===== src/rtl/mdu_pkg.sv =====
// Shared encodings and types for the multiply/divide unit.
package mdu_pkg;

    localparam int unsigned MDU_WIDTH = 32;
    localparam int unsigned MDU_CNT_W = $clog2(MDU_WIDTH);

    localparam logic [2:0] MD_MULT  = 3'b000;
    localparam logic [2:0] MD_MULTU = 3'b001;
    localparam logic [2:0] MD_DIV   = 3'b010;
    localparam logic [2:0] MD_DIVU  = 3'b011;
    localparam logic [2:0] MD_MTHI  = 3'b100;
    localparam logic [2:0] MD_MTLO  = 3'b101;

    typedef enum logic [1:0] {
        S_IDLE,
        S_MUL,
        S_DIV,
        S_FIX
    } mdu_state_t;

    function automatic logic is_signed_op(input logic [2:0] op);
        return (op == MD_MULT) || (op == MD_DIV);
    endfunction

endpackage


===== src/rtl/mdu_div_step.sv =====
// One restoring-division step: shift in a dividend bit, trial-subtract the divisor.
module mdu_div_step #(
    parameter int unsigned WIDTH = 32
) (
    input  logic [WIDTH-1:0] i_rem,
    input  logic             i_bit,
    input  logic [WIDTH-1:0] i_divisor,
    output logic [WIDTH-1:0] o_rem,
    output logic             o_qbit
);

    logic [WIDTH:0]   w_shift;
    logic [WIDTH+1:0] w_diff;

    assign w_shift = {i_rem, i_bit};
    // Two guard bits so the borrow is unambiguous for any (WIDTH+1)-bit shifted remainder.
    assign w_diff  = {1'b0, w_shift} - {2'b00, i_divisor};
    assign o_qbit  = ~w_diff[WIDTH+1];
    assign o_rem   = o_qbit ? w_diff[WIDTH-1:0] : w_shift[WIDTH-1:0];

endmodule


===== src/rtl/mult_div_unit.sv =====
// Iterative MULT/MULTU/DIV/DIVU unit with HI/LO registers and MTHI/MTLO writes.
// Define MDU_FAST_MUL_EN to use a single-cycle multiplier for MULT/MULTU.
module mult_div_unit
    import mdu_pkg::*;
#(
    parameter int unsigned WIDTH = MDU_WIDTH
) (
    input  logic             clock,
    input  logic             reset,
    input  logic             start,
    input  logic [2:0]       md_control,
    input  logic [WIDTH-1:0] op_a,
    input  logic [WIDTH-1:0] op_b,
    output logic             busy,
    output logic             done,
    output logic [WIDTH-1:0] hi,
    output logic [WIDTH-1:0] lo
);

    localparam int unsigned CW = $clog2(WIDTH);
    localparam logic [CW-1:0] LAST = CW'(WIDTH - 1);

    mdu_state_t         r_state, w_state_nxt;
    logic [CW-1:0]      r_count, w_count_nxt;
    logic [2*WIDTH-1:0] r_prod, w_prod_nxt;
    logic [WIDTH-1:0]   r_opnd, w_opnd_nxt;
    logic [WIDTH-1:0]   r_hi, w_hi_nxt;
    logic [WIDTH-1:0]   r_lo, w_lo_nxt;
    logic               r_busy, w_busy_nxt;
    logic               r_done, w_done_nxt;
    logic               r_is_div, w_is_div_nxt;
    logic               r_neg_res, w_neg_res_nxt;
    logic               r_neg_rem, w_neg_rem_nxt;
    logic               r_div0, w_div0_nxt;

    logic               w_sign_a, w_sign_b;
    logic [WIDTH-1:0]   w_abs_a, w_abs_b;
    logic [WIDTH:0]     w_mul_sum;
    logic [WIDTH-1:0]   w_div_rem;
    logic               w_div_qbit;
    logic [2*WIDTH-1:0] w_fix_prod;
    logic [WIDTH-1:0]   w_fix_quo, w_fix_rem;

    assign w_sign_a = is_signed_op(md_control) & op_a[WIDTH-1];
    assign w_sign_b = is_signed_op(md_control) & op_b[WIDTH-1];
    assign w_abs_a  = w_sign_a ? -op_a : op_a;
    assign w_abs_b  = w_sign_b ? -op_b : op_b;

`ifdef MDU_FAST_MUL_EN
    logic [2*WIDTH-1:0] w_fast_prod;
    assign w_fast_prod = {{WIDTH{1'b0}}, w_abs_a} * {{WIDTH{1'b0}}, w_abs_b};
`endif

    // Multiply: r_prod = {accumulator, remaining multiplier bits}, shifted right each step.
    assign w_mul_sum = {1'b0, r_prod[2*WIDTH-1:WIDTH]}
                     + (r_prod[0] ? {1'b0, r_opnd} : {(WIDTH+1){1'b0}});

    // Divide: r_prod = {partial remainder, dividend/quotient shift register}.
    mdu_div_step #(
        .WIDTH (WIDTH)
    ) u_div_step (
        .i_rem     (r_prod[2*WIDTH-1:WIDTH]),
        .i_bit     (r_prod[WIDTH-1]),
        .i_divisor (r_opnd),
        .o_rem     (w_div_rem),
        .o_qbit    (w_div_qbit)
    );

    // With a zero divisor the remainder path reproduces |op_a|, so only LO needs forcing.
    assign w_fix_prod = r_neg_res ? -r_prod : r_prod;
    assign w_fix_quo  = r_div0 ? {WIDTH{1'b1}}
                      : (r_neg_res ? -r_prod[WIDTH-1:0] : r_prod[WIDTH-1:0]);
    assign w_fix_rem  = r_neg_rem ? -r_prod[2*WIDTH-1:WIDTH] : r_prod[2*WIDTH-1:WIDTH];

    always_comb begin
        w_state_nxt   = r_state;
        w_count_nxt   = r_count;
        w_prod_nxt    = r_prod;
        w_opnd_nxt    = r_opnd;
        w_hi_nxt      = r_hi;
        w_lo_nxt      = r_lo;
        w_is_div_nxt  = r_is_div;
        w_neg_res_nxt = r_neg_res;
        w_neg_rem_nxt = r_neg_rem;
        w_div0_nxt    = r_div0;
        w_done_nxt    = 1'b0;

        unique case (r_state)
            S_IDLE: begin
                if (start) begin
                    case (md_control)
                        MD_MULT, MD_MULTU: begin
                            w_opnd_nxt    = w_abs_a;
                            w_is_div_nxt  = 1'b0;
                            w_neg_res_nxt = w_sign_a ^ w_sign_b;
                            w_neg_rem_nxt = 1'b0;
                            w_div0_nxt    = 1'b0;
                            w_count_nxt   = '0;
`ifdef MDU_FAST_MUL_EN
                            w_prod_nxt    = w_fast_prod;
                            w_state_nxt   = S_FIX;
`else
                            w_prod_nxt    = {{WIDTH{1'b0}}, w_abs_b};
                            w_state_nxt   = S_MUL;
`endif
                        end
                        MD_DIV, MD_DIVU: begin
                            w_prod_nxt    = {{WIDTH{1'b0}}, w_abs_a};
                            w_opnd_nxt    = w_abs_b;
                            w_is_div_nxt  = 1'b1;
                            w_neg_res_nxt = w_sign_a ^ w_sign_b;
                            w_neg_rem_nxt = w_sign_a;
                            w_div0_nxt    = (op_b == '0);
                            w_count_nxt   = '0;
                            w_state_nxt   = S_DIV;
                        end
                        MD_MTHI: w_hi_nxt = op_a;
                        MD_MTLO: w_lo_nxt = op_a;
                        default: ;
                    endcase
                end
            end
            S_MUL: begin
                w_prod_nxt  = {w_mul_sum, r_prod[WIDTH-1:1]};
                w_count_nxt = r_count + CW'(1);
                if (r_count == LAST) begin
                    w_count_nxt = '0;
                    w_state_nxt = S_FIX;
                end
            end
            S_DIV: begin
                w_prod_nxt  = {w_div_rem, r_prod[WIDTH-2:0], w_div_qbit};
                w_count_nxt = r_count + CW'(1);
                if (r_count == LAST) begin
                    w_count_nxt = '0;
                    w_state_nxt = S_FIX;
                end
            end
            S_FIX: begin
                if (r_is_div) begin
                    w_hi_nxt = w_fix_rem;
                    w_lo_nxt = w_fix_quo;
                end else begin
                    w_hi_nxt = w_fix_prod[2*WIDTH-1:WIDTH];
                    w_lo_nxt = w_fix_prod[WIDTH-1:0];
                end
                w_done_nxt  = 1'b1;
                w_state_nxt = S_IDLE;
            end
            default: w_state_nxt = S_IDLE;
        endcase

        w_busy_nxt = (w_state_nxt != S_IDLE);
    end

    always_ff @(posedge clock or posedge reset) begin
        if (reset) begin
            r_state   <= S_IDLE;
            r_count   <= '0;
            r_prod    <= '0;
            r_opnd    <= '0;
            r_hi      <= '0;
            r_lo      <= '0;
            r_busy    <= 1'b0;
            r_done    <= 1'b0;
            r_is_div  <= 1'b0;
            r_neg_res <= 1'b0;
            r_neg_rem <= 1'b0;
            r_div0    <= 1'b0;
        end else begin
            r_state   <= w_state_nxt;
            r_count   <= w_count_nxt;
            r_prod    <= w_prod_nxt;
            r_opnd    <= w_opnd_nxt;
            r_hi      <= w_hi_nxt;
            r_lo      <= w_lo_nxt;
            r_busy    <= w_busy_nxt;
            r_done    <= w_done_nxt;
            r_is_div  <= w_is_div_nxt;
            r_neg_res <= w_neg_res_nxt;
            r_neg_rem <= w_neg_rem_nxt;
            r_div0    <= w_div0_nxt;
        end
    end

    assign busy = r_busy;
    assign done = r_done;
    assign hi   = r_hi;
    assign lo   = r_lo;

endmodule


===== config.mk =====
export PLATFORM = sky130hd
export DESIGN_NAME = mult_div_unit
export DESIGN_NICKNAME = d
export VERILOG_FILES = /design/src/rtl/mdu_pkg.sv /design/src/rtl/mdu_div_step.sv /design/src/rtl/mult_div_unit.sv
export SDC_FILE = /design/constraint.sdc
export NUM_CORES = 1
export LEC_CHECK = 0
export ABC_AREA = 0
export BUFFER_PORTS_ARGS = -buffer_cell sky130_fd_sc_hd__clkbuf_2
export CORE_MARGIN = 3
export CORE_UTILIZATION = 50
export CTS_CLUSTER_DIAMETER = 200
export DETAILED_ROUTE_END_ITERATION = 16
export GPL_TIMING_DRIVEN = 0
export PLACE_DENSITY_LB_ADDON = 0.1
export SKIP_CTS_REPAIR_TIMING = 1
export SYNTH_ARGS = -nofsm -noshare
export SYNTH_HDL_FRONTEND = slang
export SYNTH_SLANG_ARGS = --single-unit
export TNS_END_PERCENT = 1

===== constraint.sdc =====
create_clock -name clock -period 14.1 [get_ports clock]
set_input_delay 0 -clock clock [delete_from_list [all_inputs] [get_ports clock]]
set_output_delay 0 -clock clock [all_outputs]
set_load 0.05 [all_outputs]

# Yosys cells after proc, flatten, opt, wreduce, memory -nomap -nowiden

Index checks and enable logic that the tools add are counted.

Register bits: 173
Input bits: 70
Output and inout port bits: 66
Logic and storage cells: 89

Add/sub/neg operators: 8
Equal/unequal tests: 14
Mux-type cells: 32
Bitwise gates (word level): 4
Reduce and logical (&&, ||, !) cells: 19

Operator list:

| cell                                                             | count |
|---|---|
| 32-bit two-way mux                                               | 13 |
| 32-bit one-hot mux with 2 select lines                           | 3 |
| 64-bit one-hot mux with 3 select lines                           | 1 |
| 64-bit two-way mux                                               | 2 |
| 32-bit negation                                                  | 4 |
| 64-bit one-hot mux with 2 select lines                           | 1 |
| 64-bit negation                                                  | 1 |
| 33-bit by 32-bit subtractor with 34-bit output                   | 1 |
| 32-bit by 32-bit adder with 33-bit output                        | 1 |
| 32-bit logical NOT                                               | 1 |
| 3-bit AND reduction                                              | 6 |
| 5-bit two-way mux                                                | 3 |
| 5-bit one-hot mux with 2 select lines                            | 1 |
| 2-bit nonzero test                                               | 4 |
| 3-bit by 2-bit == test with 1-bit output (second input constant) | 2 |
| 3-bit == test (second input constant)                            | 2 |
| 1-bit one-hot mux with 2 select lines                            | 3 |
| 2-bit one-hot mux with 3 select lines                            | 1 |
| 2-bit OR reduction                                               | 3 |
| 5-bit by 1-bit adder with 5-bit output (second input constant)   | 1 |
| 5-bit == test (second input constant)                            | 1 |
| 2-bit == test (second input constant)                            | 2 |
| 2-bit two-way mux                                                | 2 |
| 2-bit by 1-bit != test with 1-bit output (second input constant) | 2 |
| 14 further kinds                                                 | 16 |

# Logic depth before layout (Yosys ltp)

Depth after elaboration: 7
Mapped depth: 15
Depth with buffers taken out: 14

# Hierarchy

A second synthesis with hierarchy kept.

Cells, all modules: 1935
Area, all modules: 15109.5 um2

Modules (own cells, without submodules):

| module        | instances | cells an instance | area each (um2) | seq. area each (um2) |
|---|---|---|---|---|
| mult_div_unit | 1         | 1562              | 12679.7         | 4329.2 |
| mdu_div_step  | 1         | 373               | 2429.8          | 0.0 |

# Least setup slack after synthesis

OpenSTA, ideal clock, no wires.

Kind: register -> register
From: register r_prod[0]
To: register r_prod[63]
Library setup time: 135 ps
Data arrival time: 3118 ps
Required time: 13965 ps
Setup slack: 10847 ps
Stages on the path, launching flop included: 15
Path buffers: 1
Period minus slack after synthesis: 3253 ps
Cells stage by stage: dfrtp_1 inv_1 clkbuf_1 nor2_1 ha_1 a211oi_1 o21bai_1 or4_1 nand3_1 a31oi_1 a21oi_1 a21oi_1 a221o_1 a41oi_1 o21ai_0

Word-level cells in the longest chain between the ends: 3

RTL lines:

| what                                      | RTL line             | text |
|---|---|---|
| from (decl)                               | mult_div_unit.sv:25  | `logic [2*WIDTH-1:0] r_prod, w_prod_nxt;` |
| from (signal assigned)                    | mult_div_unit.sv:173 | `r_prod <= w_prod_nxt;` |
| 32-bit two-way mux                        | mult_div_unit.sv:56  | `+ (r_prod[0] ? {1'b0, r_opnd} : {(WIDTH+1){1'b0}});` |
| 32-bit by 32-bit adder with 33-bit output | mult_div_unit.sv:56  |  |
| 64-bit one-hot mux with 3 select lines    | mult_div_unit.sv:88  | `unique case (r_state)` |

Every way passes these cells.
A chain may end at the register's enable or synchronous reset.

# Final worst setup path

From: register r_prod[0]
To: register r_prod[62]

The elaborated chain is that of the path after synthesis.

==> metrics <==
GPL Wtd Cong=around 1; Fill cells=around 2,800; # placed instances=around 2,400; sequential area share after synthesis=29.3%; Chip Height=approximately 180 µm; Layout Cells excl Fill=between 2,000 and 2,500; core area=around 0.029 mm²; Warnings, synthesis=0; CTS Buf Count=17; gr usage total=36.7%; Die ar.=~0.032 mm²; crit path DAT=4.92 ns; PD cells=between 200 and 250 mW/mm²; max_slew headroom=between 10% and 20%; Vias=15,600; CTS tree=yes; Worst Clk Skew=about 0.021 ns; ys async rst share=100%; number of diodes=0; FMAX=~0.22 GHz; post-synth top area share=29.3%; Crit. End Element=flop; met3 usage=8.17%; clock latency on the worst-skew pair=approximately 0.45 ns; commonest non-fill, non-tap cells in the layout=nand2_1 (215), o21ai_0 (206), nor2_1 (190); Register Area=0.00433 mm²; peak supply drop=0.0943 mV; total of max-cap violations=0; period utilisation layout=about 33%; DRC Markers=0; IO Port Bufs=about 140; grt met1 use=between 50% and 60%; clock root cell=clkbuf_16; final hold violations=3; Worst setup SP type=flop; Synth Flop Type=dfrtp_1; Worst EP required=~14 ns; row cnt=slightly above 60; Sum Neg Setup Slack=0 ns; top cells by area, synth=dfrtp_1 (29%), o21ai_0 (7.0%), ha_1 (6.3%); Critical Path Slowest Stage Cell=o31ai_1; H-Tree Depth=4; CP Max Fanout=10; gr ovfl total=0; Least-Margin Pin Slew=1.29 ns; clk buf depth=2; layout cell share with drive strength beyond 1=11.2%; via density per instance=around 6.4; chip width=178 µm; Post-DP HPWL=between 40,000 and 50,000 µm; worst hold path class=input pin to flop; Final Critical Period=4.61 ns; RSZ-0062 raised after global routing=no; vias in the first global route=~14,000; outcome=finished with violations; synthesized area=between 0.01 and 0.015 mm²; failing checks=hold timing; Final nets=roughly 2,200; biggest area consumer among synthesized cells=dfrtp_1; Synth cell types=84; Final setup viols=0; kind of critical path=flop to flop; slowest stage delay, CP=slightly below 0.8 ns; GR peak layer=met2; global-route wire length before repair=just under 90,000 µm; EDFF count, synth=0; post-synthesis register bit count=roughly 170; CP cell instances=inv_1 -> clkbuf_1 -> nor2_1 -> ha_1 -> nand3_1 -> and2_1 -> a31oi_1 -> a211o_1 -> o21ai_0 -> o31ai_1 -> a22oi_1 -> o221ai_1 -> mux2i_1 -> o311ai_0; Mapped Cells=around 1,900; largest net degree at the start of global routing=between 100 and 150; Max Slew Vio Count=0; antenna violations before repair=0; Multi-input gate area=roughly 0.0097 mm²; drt first-iter violations=1,767; Initial Util=51.1%; commonest non-fill, non-tap cell in the layout=nand2_1; CTS clk-pin slew, worst paths=about 0.080 ns; post-route ant nets=0; Syn Area/Cell=approximately 7.8 µm²; GR Layer Usage met2=between 50% and 60%; leakage=7.31 nW; synthesized net count=just over 2,000; hold slack final=-0.0560 ns; drt wl/cell=between 20 and 25 µm; total clock sinks=173; Detailed Routing Iterations Pass 1=5; I/O pin count=~140; area grow syn2layout=12.3%; final wirelength=59,300 µm
synth_stat cells (4+ instances only):
master    instances
and3_1            8
dfrtp_1         173
a21o_1           32
a31oi_1          11
nor3_1           32
nor3b_1           4
a21oi_1         180
nand2_1         215
or3_1            22
nand4b_1          4
xor2_1           59
o21ai_0         206
o21a_1           10
ha_1             74
nand4_1           9
nor2b_1          14
nor2_1          190
nand2b_1         19
mux2_2           10
buf_1             7
a22oi_1          22
a211oi_1         11
nand3b_1          5
o221ai_1          5
mux2i_1          27
buf_6             4
o211ai_1         12
or2_2             7
o31ai_1          42
buf_2             4
a221oi_1         21
buf_4             4
clkbuf_1         94
a221o_1           9
o21ai_1           6
inv_1            65
o41ai_1          10
nor4_1            7
or4_1            12
and2_1           10
xnor2_1         104
nand3_1          29
o21bai_1          6
o22ai_1          37
worst max-delay path, delay by kind of cell, from the launching register on:
family	cells	cell delay [ns]
compound gates	7	2.15
simple gates	3	0.40
flops	1	0.53
fa+ha+maj	1	0.40
mux	1	0.23
buf+inv	2	0.77
worst paths after layout:
kind                            from          to  slack (ns)  cells after the start
min                          op_a[1]       lo[1]       -0.06                      3
max                        r_prod[0]  r_prod[62]        9.49                     14
min reg2reg                    lo[4]       lo[4]        0.49                      2
max in group asynchronous      reset  r_prod[14]       12.97                      4
max reg2reg                r_prod[0]  r_prod[62]        9.49                     14
min in group asynchronous      reset       hi[9]        0.17                      3
layer usage:
metal  share of wire, %  vias up
met4                3.6        0
met2                 43      864
met1                 43     7516
li1                   -     7138
met5                  0        -
met3                 11      123
state kept, by name, summed over array words and instances (netlist names):
signal and count:
r_neg_rem 1, hi 32, r_state 2, r_count 5, r_prod 64, busy 1
r_is_div 1, r_div0 1, done 1, lo 32, r_opnd 32, r_neg_res 1
power by group:
group	internal, W	switching [W]
Sequential	0.000693	0.000203
Clock	0.000256	0.000247
Combinational	0.000677	0.00145
cell type report:
cell class	count	share of cell area (%)
clock inverter	14	0.889
tap	384	2.89
buffer	119	3.31
sequential	173	26.1
timing repair buffer	140	4.48
inverter	66	1.54
multi-input combinational	1536	58.2
clock buffer	18	2.64
stage by stage:
step           hold WS, ns  total power (W)  util (%)  setup slack, ns  area, µm²
6_report           -0.0560          0.00352      57.4             9.49      16600
5_1_grt            0.00773          0.00373      57.4             9.34      16600
4_1_cts             -0.359          0.00347      57.2             9.62      16600
3_5_place_dp        0.0989          0.00297      55.2             9.67      16000
3_3_place_gp         0.361          0.00295      55.1             7.11      15900
2_1_floorplan        0.186          0.00236         -             9.41      14800
cells by family (layout without fill, tap and decap cells):
kind of cell | count (synthesis) | in the layout | share of synthesized area [%]
AND/OR/NAND/NOR | 610 | 610 | 19.5
adder cells (fa/ha/maj) | 76 | 76 | 6.53
AO/OA/AOI/OAI | 650 | 650 | 27.1
buffers and inverters | 185 | 357 | 5.39
XOR/XNOR | 163 | 163 | 9.65
multiplexers | 37 | 37 | 2.59
flip-flops | 173 | 173 | 29.3
Power figures use the tool's default switching activity.
